File: src/rtl/adc_rx_pkg.sv
// rtl/adc_rx_pkg.sv - shared state encoding and default training words for the ADC receiver
package adc_rx_pkg;

  typedef enum logic [1:0] {
    ST_WAIT   = 2'd0,
    ST_TRAIN  = 2'd1,
    ST_LOCKED = 2'd2,
    ST_FAIL   = 2'd3
  } adc_state_e;

  localparam logic [11:0] TRAIN_PAT_A_DEF = 12'hA5C;
  localparam logic [11:0] TRAIN_PAT_B_DEF = 12'h3C6;

endpackage

File: src/rtl/adc_lane_align.sv
// rtl/adc_lane_align.sv - training FSM: settle, hunt for the test pattern, swap lanes on window expiry
module adc_lane_align
  import adc_rx_pkg::*;
#(
  parameter int DATA_W = 12,
  parameter logic [DATA_W-1:0] TRAIN_PAT_A = DATA_W'(TRAIN_PAT_A_DEF),
  parameter logic [DATA_W-1:0] TRAIN_PAT_B = DATA_W'(TRAIN_PAT_B_DEF),
  parameter int WAIT_CYCLES = 16,
  parameter int MATCH_COUNT = 64,
  parameter int WINDOW      = 256,
  parameter int MAX_TRIES   = 4
) (
  input  logic              clk_in,
  input  logic              rst,
  input  logic              retrain,
  input  logic [DATA_W-1:0] ch1_raw,
  input  logic [DATA_W-1:0] ch2_raw,
  output logic              train_en,
  output logic              locked,
  output logic              fail,
  output logic              lane_swap
);

  localparam int WAIT_W  = $clog2(WAIT_CYCLES + 1);
  localparam int MATCH_W = $clog2(MATCH_COUNT + 1);
  localparam int WIN_W   = $clog2(WINDOW + 1);
  localparam int TRY_W   = $clog2(MAX_TRIES + 1);

  adc_state_e         state_q;
  logic [WAIT_W-1:0]  wait_cnt_q;
  logic [MATCH_W-1:0] match_cnt_q;
  logic [WIN_W-1:0]   win_cnt_q;
  logic [TRY_W-1:0]   tries_q;
  logic               train_en_q;
  logic               locked_q;
  logic               fail_q;
  logic               lane_swap_q;
  logic               match;

  assign match = (ch1_raw == TRAIN_PAT_A) && (ch2_raw == TRAIN_PAT_B);

  // Each limit is acted on the cycle after its counter reaches it, so the
  // counters read as "cycles elapsed" / "matches seen" when the decision is made.
  always_ff @(posedge clk_in) begin
    if (rst) begin
      state_q     <= ST_WAIT;
      wait_cnt_q  <= '0;
      match_cnt_q <= '0;
      win_cnt_q   <= '0;
      tries_q     <= '0;
      train_en_q  <= 1'b1;
      locked_q    <= 1'b0;
      fail_q      <= 1'b0;
      lane_swap_q <= 1'b0;
    end else if (retrain) begin
      state_q     <= ST_WAIT;
      wait_cnt_q  <= '0;
      match_cnt_q <= '0;
      win_cnt_q   <= '0;
      tries_q     <= '0;
      train_en_q  <= 1'b1;
      locked_q    <= 1'b0;
      fail_q      <= 1'b0;
    end else begin
      case (state_q)
        ST_WAIT: begin
          if (wait_cnt_q == WAIT_W'(WAIT_CYCLES)) begin
            state_q     <= ST_TRAIN;
            wait_cnt_q  <= '0;
            match_cnt_q <= '0;
            win_cnt_q   <= '0;
          end else begin
            wait_cnt_q <= wait_cnt_q + 1'b1;
          end
        end
        ST_TRAIN: begin
          if (match_cnt_q == MATCH_W'(MATCH_COUNT)) begin
            state_q    <= ST_LOCKED;
            tries_q    <= '0;
            train_en_q <= 1'b0;
            locked_q   <= 1'b1;
          end else if (win_cnt_q == WIN_W'(WINDOW)) begin
            lane_swap_q <= ~lane_swap_q;
            tries_q     <= tries_q + 1'b1;
            wait_cnt_q  <= '0;
            if (tries_q == TRY_W'(MAX_TRIES - 1)) begin
              state_q    <= ST_FAIL;
              train_en_q <= 1'b0;
              fail_q     <= 1'b1;
            end else begin
              state_q <= ST_WAIT;
            end
          end else begin
            win_cnt_q   <= win_cnt_q + 1'b1;
            match_cnt_q <= match ? match_cnt_q + 1'b1 : '0;
          end
        end
        ST_LOCKED: begin
          tries_q <= '0;
        end
        ST_FAIL: begin
          fail_q <= 1'b1;
        end
        default: begin
          state_q    <= ST_WAIT;
          train_en_q <= 1'b1;
          locked_q   <= 1'b0;
          fail_q     <= 1'b0;
        end
      endcase
    end
  end

  assign train_en  = train_en_q;
  assign locked    = locked_q;
  assign fail      = fail_q;
  assign lane_swap = lane_swap_q;

endmodule

File: src/rtl/adc_ddr_capture.sv
// rtl/adc_ddr_capture.sv - two-channel DDR ADC capture: lane mapping, offset-binary conversion, alignment
// Optional sticky overrange flags are built only with ADC_RX_OVR_EN defined.
module adc_ddr_capture
  import adc_rx_pkg::*;
#(
  parameter int DATA_W = 12,
  parameter logic [DATA_W-1:0] TRAIN_PAT_A = DATA_W'(TRAIN_PAT_A_DEF),
  parameter logic [DATA_W-1:0] TRAIN_PAT_B = DATA_W'(TRAIN_PAT_B_DEF),
  parameter int WAIT_CYCLES = 16,
  parameter int MATCH_COUNT = 64,
  parameter int WINDOW      = 256,
  parameter int MAX_TRIES   = 4
) (
  input  logic              clk_in,
  input  logic              rst,
  input  logic [DATA_W-1:0] adc_rise,
  input  logic [DATA_W-1:0] adc_fall,
  input  logic              retrain,
  input  logic              ovr_clr,
  output logic [DATA_W-1:0] ch1_data,
  output logic [DATA_W-1:0] ch2_data,
  output logic              data_valid,
  output logic              train_en,
  output logic              locked,
  output logic              fail,
  output logic              lane_swap,
  output logic              ch1_ovr,
  output logic              ch2_ovr
);

  localparam logic [DATA_W-1:0] SIGN_BIT = {1'b1, {(DATA_W-1){1'b0}}};

  logic [DATA_W-1:0] rise_d, rise_q, fall_d, fall_q;
  logic [DATA_W-1:0] ch1_raw_d, ch1_raw_q, ch2_raw_d, ch2_raw_q;
  logic [DATA_W-1:0] ch1_data_d, ch1_data_q, ch2_data_d, ch2_data_q;
  logic              data_valid_d, data_valid_q;

  // Stage 2 keeps the mapped raw codes for the trainer alongside the converted outputs.
  always_comb begin
    rise_d       = adc_rise;
    fall_d       = adc_fall;
    ch1_raw_d    = lane_swap ? fall_q : rise_q;
    ch2_raw_d    = lane_swap ? rise_q : fall_q;
    data_valid_d = locked;
    ch1_data_d   = locked ? (ch1_raw_d ^ SIGN_BIT) : '0;
    ch2_data_d   = locked ? (ch2_raw_d ^ SIGN_BIT) : '0;
  end

  always_ff @(posedge clk_in) begin
    if (rst) begin
      rise_q       <= '0;
      fall_q       <= '0;
      ch1_raw_q    <= '0;
      ch2_raw_q    <= '0;
      ch1_data_q   <= '0;
      ch2_data_q   <= '0;
      data_valid_q <= 1'b0;
    end else begin
      rise_q       <= rise_d;
      fall_q       <= fall_d;
      ch1_raw_q    <= ch1_raw_d;
      ch2_raw_q    <= ch2_raw_d;
      ch1_data_q   <= ch1_data_d;
      ch2_data_q   <= ch2_data_d;
      data_valid_q <= data_valid_d;
    end
  end

  assign ch1_data   = ch1_data_q;
  assign ch2_data   = ch2_data_q;
  assign data_valid = data_valid_q;

`ifdef ADC_RX_OVR_EN
  logic ch1_ovr_d, ch1_ovr_q, ch2_ovr_d, ch2_ovr_q;

  // Flags line up with the converted sample that carried the full-scale code.
  always_comb begin
    ch1_ovr_d = ovr_clr ? 1'b0 : ch1_ovr_q;
    ch2_ovr_d = ovr_clr ? 1'b0 : ch2_ovr_q;
    if (locked && ((ch1_raw_d == '0) || (ch1_raw_d == '1))) ch1_ovr_d = 1'b1;
    if (locked && ((ch2_raw_d == '0) || (ch2_raw_d == '1))) ch2_ovr_d = 1'b1;
  end

  always_ff @(posedge clk_in) begin
    if (rst) begin
      ch1_ovr_q <= 1'b0;
      ch2_ovr_q <= 1'b0;
    end else begin
      ch1_ovr_q <= ch1_ovr_d;
      ch2_ovr_q <= ch2_ovr_d;
    end
  end

  assign ch1_ovr = ch1_ovr_q;
  assign ch2_ovr = ch2_ovr_q;
`else
  logic unused_ovr_clr;
  assign unused_ovr_clr = ovr_clr;
  assign ch1_ovr = 1'b0;
  assign ch2_ovr = 1'b0;
`endif

  adc_lane_align #(
    .DATA_W      (DATA_W),
    .TRAIN_PAT_A (TRAIN_PAT_A),
    .TRAIN_PAT_B (TRAIN_PAT_B),
    .WAIT_CYCLES (WAIT_CYCLES),
    .MATCH_COUNT (MATCH_COUNT),
    .WINDOW      (WINDOW),
    .MAX_TRIES   (MAX_TRIES)
  ) u_align (
    .clk_in    (clk_in),
    .rst       (rst),
    .retrain   (retrain),
    .ch1_raw   (ch1_raw_q),
    .ch2_raw   (ch2_raw_q),
    .train_en  (train_en),
    .locked    (locked),
    .fail      (fail),
    .lane_swap (lane_swap)
  );

endmodule

File: config.mk
export PLATFORM = sky130hd
export DESIGN_NAME = adc_ddr_capture
export DESIGN_NICKNAME = d
export VERILOG_FILES = /design/src/rtl/adc_rx_pkg.sv /design/src/rtl/adc_lane_align.sv /design/src/rtl/adc_ddr_capture.sv
export SDC_FILE = /design/constraint.sdc
export NUM_CORES = 1
export LEC_CHECK = 0
export CAP_MARGIN = 30
export CORE_ASPECT_RATIO = 0.8
export CORE_MARGIN = 2
export CORE_UTILIZATION = 57
export DETAILED_ROUTE_END_ITERATION = 16
export HOLD_SLACK_MARGIN = 0.03
export PLACE_DENSITY_LB_ADDON = 0.05
export SYNTH_ARGS = -nofsm -noshare
export SYNTH_HDL_FRONTEND = slang
export SYNTH_SLANG_ARGS = --single-unit
export TNS_END_PERCENT = 100
File: constraint.sdc
create_clock -name clk_in -period 4.9 [get_ports clk_in]
set_input_delay 0.735 -clock clk_in [delete_from_list [all_inputs] [get_ports clk_in]]
set_output_delay 0.735 -clock clk_in [all_outputs]
set_load 0.02 [all_outputs]
=== Word-level counts from Yosys, hierarchy flattened ===
Cells that the tools add are included.

* Word-level logic and storage cells: 88
* Register bits: 103
* Output and inout bits: 31
* Bits of input ports: 28

* Reductions and logical operators: 17
* Bitwise gates (word level): 6
* Add/subtract/negate cells: 4
* Eq/ne operators: 15
* Muxes and demuxes: 30

{| class="wikitable"
|+ Operator list
! cell !! count
|-
| two-way mux 7 bit || 4
|-
| two-way mux 9 bit || 3
|-
| two-way mux 12 bit || 2
|-
| case mux 9 bit (2 select lines) || 1
|-
| two-way mux 5 bit || 3
|-
| case mux 7 bit (2 select lines) || 1
|-
| equality test 12 x 10 -> 1 bit, second input constant || 1
|-
| equality test 12 bit, second input constant || 1
|-
| AND reduction 4 bit || 3
|-
| case mux 5 bit (2 select lines) || 1
|-
| nonzero test 2 bit || 5
|-
| adder 9 x 1 -> 9 bit, second input constant || 1
|-
| equality test 9 bit, second input constant || 1
|-
| AND reduction 3 bit || 3
|-
| two-way mux 2 bit || 4
|-
| adder 7 x 1 -> 7 bit, second input constant || 1
|-
| equality test 7 bit, second input constant || 1
|-
| two-way mux 1 bit || 6
|-
| two-way mux 3 bit || 2
|-
| inequality test 2 x 1 -> 1 bit, second input constant || 3
|-
| NOT 1 bit || 6
|-
| case mux 3 bit (2 select lines) || 1
|-
| adder 5 x 1 -> 5 bit, second input constant || 1
|-
| equality test 5 bit, second input constant || 1
|-
| other kinds (12) || 16
|}

=== Longest topological paths before layout ===
* Word-level depth: 6
* Gate-level depth with buffers: 7
* Gate-level depth less buffers: 7

=== Cells and area by module ===
Synthesis repeated with hierarchy kept, for this count alone.

* Cells, all modules: 397
* Area total of the unflattened synthesis: 3877.5 µm²

{| class="wikitable"
|+ By module, submodules not included
! module !! cells each !! instances !! area an instance (µm²)
|-
| adc_ddr_capture || 185 || 1 || 2167.1
|-
| adc_lane_align || 212 || 1 || 1710.4
|}

=== Worst setup path before layout ===
Ideal clock, no wire load.

* Kind: register -> register
* Start point: register u_align.win_cnt_q[0]
* End point: register u_align.match_cnt_q[2]
* Path slack: 3024 ps
* Data required time: 4783 ps
* Stages on the path, launching flop included: 8
* Arrival time: 1758 ps
* Clock period less this slack: 1876 ps
* Setup time: 117 ps
* Cells stage by stage: dfxtp_1 > inv_1 > ha_1 > nor4b_1 > and2_2 > o21ai_0 > o211ai_1 > a32o_1

* Cells in the longest elaborated chain, start to end: 3

{| class="wikitable"
|+ Ends and longest elaborated chain
! element !! RTL line !! text
|-
| start: declaration || adc_lane_align.sv:32 || <nowiki>logic [WIN_W-1:0] win_cnt_q;</nowiki>
|-
| start signal: assignment || adc_lane_align.sv:94 || <nowiki>win_cnt_q <= win_cnt_q + 1'b1;</nowiki>
|-
| equality test 9 bit || adc_lane_align.sv:82 || <nowiki>end else if (win_cnt_q == WIN_W'(WINDOW)) begin</nowiki>
|-
| inequality test 2 bit (no line) || n/a ||
|-
| AND reduction 4 bit (no line) || n/a ||
|-
| end signal: assignment || adc_lane_align.sv:95 || <nowiki>match_cnt_q <= match ? match_cnt_q + 1'b1 : '0;</nowiki>
|-
| end: declaration || adc_lane_align.sv:31 || <nowiki>logic [MATCH_W-1:0] match_cnt_q;</nowiki>
|}

Every way passes these cells.
A chain may end at the register's enable or synchronous reset.

=== Worst setup path after layout ===
* Start point: register u_align.state_q[1]
* End point: register u_align.match_cnt_q[4]

* Cells in the longest elaborated chain, start to end: 3
* Elaborated cells between the ends (all ways): 8

{| class="wikitable"
|+ Ends and longest elaborated chain
! element !! RTL line !! text
|-
| start: declaration || adc_lane_align.sv:29 || <nowiki>adc_state_e state_q;</nowiki>
|-
| start signal: assignment || adc_lane_align.sv:46 || <nowiki>state_q <= ST_WAIT;</nowiki>
|-
| start signal: assignment || adc_lane_align.sv:56 || <nowiki>state_q <= ST_WAIT;</nowiki>
|-
| start signal: assignment || adc_lane_align.sv:68 || <nowiki>state_q <= ST_TRAIN;</nowiki>
|-
| equality test 2 x 1 -> 1 bit or logical NOT 2 bit (tied branches) || adc_lane_align.sv:65 || <nowiki>case (state_q)</nowiki>
|-
| inequality test 2 bit (no line), or another cell as far along || n/a ||
|-
| AND reduction 4 bit (no line) || n/a ||
|}

Several ways; a longest one is shown, not always the timed one.

==> metrics.csv <==
metric,value,unit
outcome,"complete, no violations",
RR Endpoint,u_align.match_cnt_q[4],
htree depth,3,
LEAKAGE,1.67,nW
Final Setup Violations,0,
clock group share of total power,35.3,%
detailed placement HPWL,5.37,mm
total of warnings raised by yosys,0,
clock buffer depth,2,
CTS tree,done,
post-cts resize count,0,
Initial DRC Count,141,
chip height,77.9,µm
"Top FF cell, synth",dfxtp_1,
Combinational Power Share,4.0,%
Seq pwr share,60.8,%
CP Data Required Time,5.19,ns
Reg2Reg Depth,7,
Post-synth EDFFs,0,
HP Class,reg2reg,
Non-Filler Instances,523,
filler instances,515,
area delta synth->final,19.7,%
Worst R2R Setup Slack,2.23,ns
IO Count,59,
Worst Skew,0.0106,ns
pwr dens,305,nW/µm²
TritonCTS buffer count,9,
Async SR Flop Fraction,0,%
largest net degree at the start of global routing,53,
gpl congestion,0.781,
period utilization,54.4,%
Mean Syn Cell Area,10.1,µm²
layout cells sized above 1,6.15,%
startpoint type of the worst setup path,register,
RSZ-0062 raised after global routing,false,
final hold violations,0,
IO Port Bufs,55,
vias,2865,
Root Driver,clkbuf_8,
initial antenna violation count,0,
Routed Antenna Nets,0,
switching power share of the total,21.1,%
drt wl/cell,14.2,µm
post-route setup TNS,0,ns
CP arrival,2.96,ns
"Distinct cells, synth",51,
vias in the first global route,2579,
die area,7510,µm²
most frequent cells in the layout,"dfxtp_1, clkdlybuf4s50_1, nor2_1",
Clock Latency Late Sink,0.35,ns
Synth Register Bits,103,
GRT overflow,0,
Setup crit end kind,register,
first-pass iteration count of the detailed router,5,
Max-Slew Margin vs Limit,41.7,%
Vias/cell,5.48,
# nets final,475,
Syn Inst Count,386,
Max Fanout on Critical Path,15,
global-route wire length before repair,12.3,mm
fin. max-slew vios,0,
Max Freq,0.375,GHz
Rows,26,
max cap viols,0,
Critical Path Source,u_align.state_q[1],
Critical Path Sink,u_align.match_cnt_q[4],
Cells after DPL,508,
core area,6510,µm²
residual DRC count,0,
Setup Buffers After CTS,0,
DIE WIDTH,96.4,µm
min Tclk post-route,2.67,ns
CTS sink cnt,103,
Antenna Diode Count,0,
NetSw,0.000300,W
initial core utilization,59.8,%
GRT Total Usage,21.0,%
synthesized area,3890,µm²
internal power,0.00112,W
Critical Setup Path Class,reg2reg,
clock-pin slew on the worst setup and hold paths,0.09,ns
"Seq/Total Area, Yosys",53.0,%
Total Wirelength,7.42,mm
worst vdd ir,0.171,mV
hold buffer count at CTS,0,
worst-margin pin slew,0.875,ns
"commonest non-fill, non-tap cell in the layout",dfxtp_1,
worst r2r src,u_align.state_q[1],
-- synth_stat cells (3+ instances only) --
cell        n  area share [%]
clkbuf_1   12             1.2
nor2_1     38             3.7
and2_1     24             3.9
o21ai_0    12             1.5
and3_1      7             1.1
nand2b_1    3            0.48
mux2i_1    27             6.9
a32o_1      5             1.3
nor3b_1     6             1.2
nand3_1     6            0.77
nand2_1    14             1.4
a21oi_1    15             1.9
nor3_1      8             1.0
inv_1      10            0.97
a311oi_1    5             1.1
a31oi_1     5            0.80
ha_1       12             3.9
o211ai_1    6             1.2
dfxtp_1   103              53
nor2b_1    28             4.5
-- registers in the layout (all words and copies together) (netlist names) --
name	count
u_align.lane_swap	1
fall_q	12
u_align.fail	1
u_align.tries_q	3
u_align.wait_cnt_q	5
u_align.win_cnt_q	9
u_align.match_cnt_q	7
u_align.train_en	1
rise_q	12
ch1_raw_q	12
u_align.locked	1
data_valid	1
ch1_data	12
ch2_data	12
u_align.state_q	2
ch2_raw_q	12
-- power by group through the flow --
stage          Combinational, W  Sequential [W]  Clock (W)
6_report              0.0000561        0.000864   0.000501
5_1_grt               0.0000625        0.000866   0.000547
4_1_cts               0.0000567        0.000864   0.000513
3_5_place_dp          0.0000567        0.000884          0
3_3_place_gp          0.0000555        0.000883          0
2_1_floorplan         0.0000311        0.000881          0
-- worst max-delay path, cell delays in order (launching register included) --
cell	delay (ns)
dfxtp_1	0.35
inv_1	0.08
ha_1	0.53
inv_2	0.21
nor4_2	0.35
nand4_2	0.22
nor3_1	0.64
a32o_1	0.22
-- metal layers --
layer  up-vias  wire, µm  track usage [%]
met2        84      3280             30.6
met4         0        53             4.23
met5         -         0                0
met1      1346      3720             31.4
li1       1430         -                -
met3         5       370             5.83
-- logic make-up after synthesis --
kind of cell / share of synthesized area [%]
muxes: 6.95
AOI/OAI and AO/OA: 9.62
other: 0.0964
DFF: 53.0
xor gates and xnor gates: 0.225
adders and majority gates: 3.86
and+or+nand+nor: 23.0
buffers and inverters: 3.22
-- layout make-up --
class	count	area [µm²]	share of cell area (%)
multi-input cells	254	1710	36.7
inverters	11	41.3	0.887
well taps	84	105	2.26
repair buffers	56	553	11.9
clock inverters	5	58.8	1.26
clock buffers	10	128	2.74
flip-flops and latches	103	2060	44.3
-- metrics by stage --
stage / hold slack [ns] / setup WS, ns / area [µm²] / utilization [%] / total power [W]
after global routing: 0.508 / 1.97 / 4650 / 71.5 / 0.00148
after CTS: 0.473 / 2.23 / 4650 / 71.5 / 0.00143
final: 0.473 / 2.23 / 4650 / 71.5 / 0.00142
after global placement: 0.445 / 2.32 / 4470 / 68.7 / 0.000938
after detailed placement: 0.458 / 2.35 / 4470 / 68.7 / 0.000941
after floorplan: 0.436 / 3.02 / 3890 / - / 0.000912
-- how the worst min path moves through the flow --
stage / start / endpoint / slack, ns / cells past startpoint
2_1_floorplan: u_align.tries_q[1] / u_align.tries_q[1] / 0.44 / 2
3_3_place_gp: u_align.tries_q[1] / u_align.tries_q[1] / 0.45 / 2
3_5_place_dp: u_align.tries_q[1] / u_align.tries_q[1] / 0.46 / 2
4_1_cts: u_align.tries_q[1] / u_align.tries_q[1] / 0.47 / 2
5_1_grt: u_align.train_en / u_align.train_en / 0.51 / 2
6_report: u_align.tries_q[1] / u_align.tries_q[1] / 0.47 / 2
Note: power is estimated with default switching activity, not from simulation.
